### src/rtl/calc_pkg.sv
// rtl/calc_pkg.sv - shared opcodes and FSM encoding for the calculator sequencer
package calc_pkg;

  // Opcodes understood by the external combinational calculator
  localparam logic [2:0] OP_ADD_AB = 3'b000;
  localparam logic [2:0] OP_SUB_AB = 3'b001;
  localparam logic [2:0] OP_ABS_B  = 3'b010;
  localparam logic [2:0] OP_ADD_BA = 3'b100;
  localparam logic [2:0] OP_SUB_BA = 3'b101;
  localparam logic [2:0] OP_ABS_A  = 3'b110;

  typedef enum logic [1:0] {
    ST_IDLE  = 2'd0,
    ST_DRIVE = 2'd1,
    ST_RESP  = 2'd2
  } state_t;

endpackage

### src/rtl/calc_sat_counter.sv
// rtl/calc_sat_counter.sv - 8-bit event counter that sticks at 255
module calc_sat_counter (
  input  logic       clk,
  input  logic       rst,
  input  logic       en,
  output logic [7:0] count
);

  // Count enabled events, holding at all-ones instead of wrapping
  always_ff @(posedge clk or posedge rst) begin
    if (rst) begin
      count <= 8'd0;
    end else if (en && (count != 8'hFF)) begin
      count <= count + 8'd1;
    end
  end

endmodule

### src/rtl/calc_sequencer.sv
// rtl/calc_sequencer.sv - sequences one command through an external calculator
module calc_sequencer
  import calc_pkg::*;
#(
  parameter int W      = 16,
  parameter int SETTLE = 1
) (
  input  logic         clk,
  input  logic         rst,
  input  logic         cmd_valid,
  output logic         cmd_ready,
  input  logic [2:0]   cmd_op,
  input  logic [W-1:0] cmd_a,
  input  logic [W-1:0] cmd_b,
  input  logic         cmd_acc,
  output logic [2:0]   calc_op,
  output logic [W-1:0] calc_a,
  output logic [W-1:0] calc_b,
  input  logic [W-1:0] calc_r,
  input  logic         calc_ovf,
  output logic         res_valid,
  input  logic         res_ready,
  output logic [W-1:0] res_data,
  output logic         res_ovf,
  output logic [7:0]   ovf_count,
  output logic         busy
);

  // The countdown starts at SETTLE-1 so DRIVE lasts exactly SETTLE cycles
  localparam logic [3:0] SETTLE_LOAD = 4'(SETTLE - 1);

  state_t       state;
  state_t       state_nx;
  logic         accept;
  logic         sample;
  logic [3:0]   settle_cnt;
  logic [W-1:0] acc;

  assign cmd_ready = (state == ST_IDLE);
  assign busy      = (state != ST_IDLE);
  assign res_valid = (state == ST_RESP);

  // State register
  always_ff @(posedge clk or posedge rst) begin
    if (rst) begin
      state <= ST_IDLE;
    end else begin
      state <= state_nx;
    end
  end

  // Next-state logic plus the accept/sample strobes for the datapath
  always_comb begin
    state_nx = state;
    accept   = 1'b0;
    sample   = 1'b0;
    case (state)
      ST_IDLE: begin
        if (cmd_valid) begin
          accept   = 1'b1;
          state_nx = ST_DRIVE;
        end
      end
      ST_DRIVE: begin
        if (settle_cnt == 4'd0) begin
          sample   = 1'b1;
          state_nx = ST_RESP;
        end
      end
      ST_RESP: begin
        if (res_ready) begin
          state_nx = ST_IDLE;
        end
      end
      default: state_nx = ST_IDLE;
    endcase
  end

  // Operand latch, settle countdown and result capture
  always_ff @(posedge clk or posedge rst) begin
    if (rst) begin
      calc_op    <= 3'd0;
      calc_a     <= '0;
      calc_b     <= '0;
      settle_cnt <= 4'd0;
      res_data   <= '0;
      res_ovf    <= 1'b0;
      acc        <= '0;
    end else begin
      if (accept) begin
        calc_op    <= cmd_op;
        calc_a     <= cmd_acc ? acc : cmd_a;
        calc_b     <= cmd_b;
        settle_cnt <= SETTLE_LOAD;
      end else if ((state == ST_DRIVE) && (settle_cnt != 4'd0)) begin
        settle_cnt <= settle_cnt - 4'd1;
      end
      if (sample) begin
        res_data <= calc_r;
        res_ovf  <= calc_ovf;
        acc      <= calc_r;
      end
    end
  end

  calc_sat_counter u_ovf_counter (
    .clk   (clk),
    .rst   (rst),
    .en    (sample && calc_ovf),
    .count (ovf_count)
  );

endmodule

### config.mk
export PLATFORM = sky130hd
export DESIGN_NAME = calc_sequencer
export DESIGN_NICKNAME = d
export VERILOG_FILES = /design/src/rtl/calc_pkg.sv /design/src/rtl/calc_sat_counter.sv /design/src/rtl/calc_sequencer.sv
export SDC_FILE = /design/constraint.sdc
export NUM_CORES = 1
export LEC_CHECK = 0
export ABC_AREA = 1
export ABC_CLOCK_PERIOD_IN_PS = 2800
export BUFFER_PORTS_ARGS = -buffer_cell sky130_fd_sc_hd__buf_4
export CAP_MARGIN = 20
export CORE_MARGIN = 8
export CORE_UTILIZATION = 50
export CTS_BUF_LIST = sky130_fd_sc_hd__clkbuf_8
export CTS_CLUSTER_SIZE = 14
export DETAILED_ROUTE_END_ITERATION = 7
export GPL_ROUTABILITY_DRIVEN = 0
export PLACE_DENSITY_LB_ADDON = 0.2
export SYNTH_ARGS = -nofsm -noshare
export SYNTH_HDL_FRONTEND = slang
export SYNTH_SLANG_ARGS = --single-unit
export TNS_END_PERCENT = 100
### constraint.sdc
create_clock -name clk -period 2.8 [get_ports clk]
set_input_delay 0.7 -clock clk [delete_from_list [all_inputs] [get_ports clk]]
set_output_delay 0.7 -clock clk [all_outputs]
set_load 0.01 [all_outputs]
* After elaboration in Yosys (flattened, before gate mapping)
Cells that the tools add are included.
W data, S select, Z words.
** Storage, ports and cells
- Logic and storage cells :: 36
- Memories kept :: 0
- Bits in registers :: 66
- Memory bits (writable) :: 0
- Bits in read-only memories :: 0
- Bits in latches :: 0
** Operators by class
- $lt $le $gt $ge :: 0
- Reductions and logical operators :: 9
- Equality and inequality tests :: 6
- Multiplexer cells :: 11
- Bitwise logic cells :: 0
- Div/mod/pow operators :: 0
- Multiply operators :: 0
- $add $sub $neg :: 2
- Shift-type cells :: 0
** Operator list (count)
- $mux W16 :: 1
- $add A8 B1 Y8 const B :: 1
- $mux W4 :: 2
- $ne A8 B8 Y1 const B :: 1
- $mux W2 :: 3
- $pmux W2 S3 :: 1
- $logic_not A4 Y1 :: 1
- $mux W1 :: 4
- $ne A2 B2 Y1 const B :: 2
- $reduce_bool A2 Y1 :: 2
- $reduce_bool A4 Y1 :: 1
- $sub A4 B1 Y4 const B :: 1
- $logic_and A1 B1 Y1 :: 3
- $reduce_and A3 Y1 :: 1
- $eq A2 B1 Y1 const B :: 1
- $eq A2 B2 Y1 const B :: 1
- $logic_not A2 Y1 :: 1
- $ne A2 B1 Y1 const B :: 1

* Depth between registers and ports, before layout
- Depth in word-level cells :: 5
- Gate-level depth with buffers :: 8
- Depth with buffers taken out :: 8

* Modules after synthesis
From an unflattened synthesis, not the netlist that was laid out.
** Unflattened totals
- Cells, all modules :: 344
- Area, all modules :: 3021.6 µm²
** By module, submodules not included
- calc_sequencer :: area an instance 2548.7 µm², times used 1, cells each 281
- calc_sat_counter :: area an instance 473.0 µm², times used 1, cells each 63

* Worst setup path before layout
Ideal clock, no wire load.
- Path kind :: flip-flop to output port
- Start :: register state[0]
- End :: output busy
- Required time :: 2100 ps
- Stages on the path, launching flop included :: 3
- Data arrival time :: 723 ps
- Path slack :: 1377 ps
- Path through :: dfrtp_1 nor2_2 inv_1
** Between the ends
- Word-level cells in the longest chain between the ends :: 1
** Ends and longest elaborated chain
- start: declaration :: line calc_sequencer.sv:32 : state_t state;
- start signal: assignment :: line calc_sequencer.sv:48 : state <= state_nx;
- $reduce_bool A2 Y1 :: line calc_sequencer.sv:40 : assign busy = (state != ST_IDLE);
- end: declaration :: line calc_sequencer.sv:26 : output logic busy
Every way passes these cells.

* Worst setup path in the final report
Same ends and word-level chain as after synthesis.

==> impl_metrics.tcl <==
set metrics [dict create \
    status "finished, final reports clean" \
    worst_ep_arrival_time_ns 1.22 \
    antenna_found_initial 0 \
    ant_nets 0 \
    ff2ff_path_depth 7 \
    clk_latency_ns 0.34 \
    placed_cell_area_sq_um 3870 \
    power_leakage_nw 2.21 \
    ys_types 21 \
    rrSetupSlack_ns 1.04 \
    drt_wl_total_um 7770 \
    fmax_mhz 521 \
    fin_ws_ns 0.880 \
    max_slew_margin_pct 55.7 \
    synth_top_area_share_pct 56.0 \
    tritoncts "built" \
    fp-row-count 28 \
    syn_inst 350 \
    rsz0062_at_grt "false" \
    hold_violations 0 \
    ir_worst_vdd_v 0.000518 \
    ys_top_cells_by_area "dfrtp_1 (56%), nand2_1 (19%), o21ai_0 (7.1%)" \
    timing.final.crit_share_pct 68.6 \
    synth_area_per_cell_sq_um 8.42 \
    critPathKind "flop to output port" \
    grt_overflow 0 \
    clkTransAtPathRegs_ns 0.08 \
    pin_count 120 \
    grtUsageTotal_pct 18.2 \
    detail_route.iter0.violations 106 \
    grt_pass1_vias 2572 \
    maxSlewViolCount 0 \
    port_buffers 119 \
    fin_nets 529 \
    grt_start_max_net_pins 38 \
    die_w_um 92.8 \
    wl_per_cell_um 14.2 \
    synth_area_leader_cell "dfrtp_1" \
    netlist_area_sq_um 2950 \
    dieArea_sq_um 8610 \
    final_cell_area_sq_um 4070 \
    seq_area_frac_synth_pct 56.0 \
    start_kind "flop" \
    p_int_w 0.00267 \
    worst_pin_slew_ns 0.664 \
    power_density_nw_per_um2 1070 \
    postCtsHoldBufs 0 \
    crit_required_ns 2.10 \
    post-cts-setup-buffer-count 0 \
    finalSetupViolations 0 \
    initial_core_util_pct 50.7 \
    synth_nets 410 \
    clock_skew_ns 0.00912 \
    drive_above_1_share_pct 31.4 \
    ys_ff_latch 66 \
    ctsResizeCount 0 \
    core_sq_um 5820 \
    p_comb_share_pct 43.3 \
    clockPowerShare_pct 18.8 \
    drtPass1Iterations 4 \
    n_antenna_cell 0 \
    p_sw_w 0.00169 \
    dp_slack_ns 0.944 \
    cts_made_buffers 9 \
    power_frac_seq_pct 37.8 \
    final_cell_mix "nand2_1 (149), buf_4 (120), dfrtp_1 (66)" \
    critPathMaxFanout 5 \
    die_h_um 92.8 \
    drc_errors 0 \
    clkSinkCount 66 \
    clock_path_buffers 2 \
    vias 2592 \
    yosys_warnings 0 \
    area_growth_syn_to_layout_pct 38.1 \
    clockRootBuffer "clkbuf_8" \
    period_minus_slack_ns 1.92 \
    critPathCaptureType "output port" \
    switching_share_pct 38.7 \
    min_path_type "primary input to async pin" \
    tns_ns 0 \
    cts_htree_levels 3 \
    layout_commonest_cell "nand2_1" \
    dp_hpwl_um 5780 \
    grt_pass1_wl_um 12500 \
    via_per_inst 4.72 \
    maxCapViolCount 0 \
]
-- worst max-delay path: stages, from the launching register on --
cell and delay (ns):
dfrtp_1 0.44, nor2_2 0.22, inv_1 0.07, buf_4 0.14
-- synthesized netlist by cell type, drive strengths merged --
| master | instances |
|---|---|
| clkbuf | 4 |
| o22ai | 1 |
| ha | 3 |
| buf | 9 |
| nor2 | 13 |
| o21ai | 51 |
| nand3 | 7 |
| o31ai | 1 |
| xor2 | 4 |
| nand4 | 5 |
| dfrtp | 66 |
| inv | 33 |
| nand2 | 153 |
-- registers in the layout, indices dropped and copies added, names as in the netlist --
signal / flops
settle_cnt: 4
calc_b: 16
state: 2
acc: 16
u_ovf_counter.count: 8
calc_op: 3
calc_a: 16
res_ovf: 1
-- routing by layer --
metal | routed length [um] | global-route usage [%] | vias up
met5 | 0 | 0 | -
met4 | 74 | 8.05 | 0
met3 | 732 | 7.36 | 7
met2 | 3350 | 25.4 | 98
met1 | 3620 | 24.1 | 1158
li1 | - | - | 1329
-- final timing paths --
| kind | start | end |
|---|---|---|
| worst max-delay path | state[0] | busy |
| worst min-delay path | rst | calc_b[2] |
| worst max register to register | settle_cnt[0] | u_ovf_counter.count[6] |
| worst min register to register | calc_b[15] | calc_b[15] |
| max in group asynchronous | rst | u_ovf_counter.count[7] |
| min in group clk | calc_b[15] | calc_b[15] |
-- logic make-up (layout without fill, tap and decap cells) --
group	count (synthesis)	in the layout	synth area share (%)
simple gates	178	178	24.8
flops	66	66	56.0
compound gates	53	53	9.13
buf+inv	46	170	7.60
xor+xnor	4	4	1.19
fa+ha+maj	3	3	1.27
-- power by group through the flow --
stage	sequential, W	combinational [W]	clock, W
5_1_grt	0.00170	0.00211	0.000879
2_1_floorplan	0.00181	0.000858	0
3_5_place_dp	0.00166	0.00192	0
6_report	0.00165	0.00189	0.000821
3_3_place_gp	0.00165	0.00186	0
4_1_cts	0.00165	0.00192	0.000833
-- final cells by class --
| class | instances | area, sq um |
|---|---|---|
| fillers | 491 | 1750 |
| flip-flops and latches | 66 | 1650 |
| multi-input cells | 238 | 1070 |
| repair buffers | 121 | 921 |
| clock buffers | 10 | 138 |
| inverters | 33 | 129 |
| well taps | 75 | 93.8 |
| clock inverters | 6 | 65.1 |
-- through the flow --
step | hold slack [ns] | instances | util (%) | total power, W
after global placement | 0.460 | 533 | 66.5 | 0.00351
after CTS | 0.473 | 549 | 70.0 | 0.00440
final | 0.452 | 549 | 70.0 | 0.00435
after detailed placement | 0.471 | 533 | 66.5 | 0.00358
after floorplan | 0.505 | 350 | - | 0.00267
after global routing | 0.502 | 549 | 70.0 | 0.00469
Note: power is estimated with default switching activity, not from simulation.
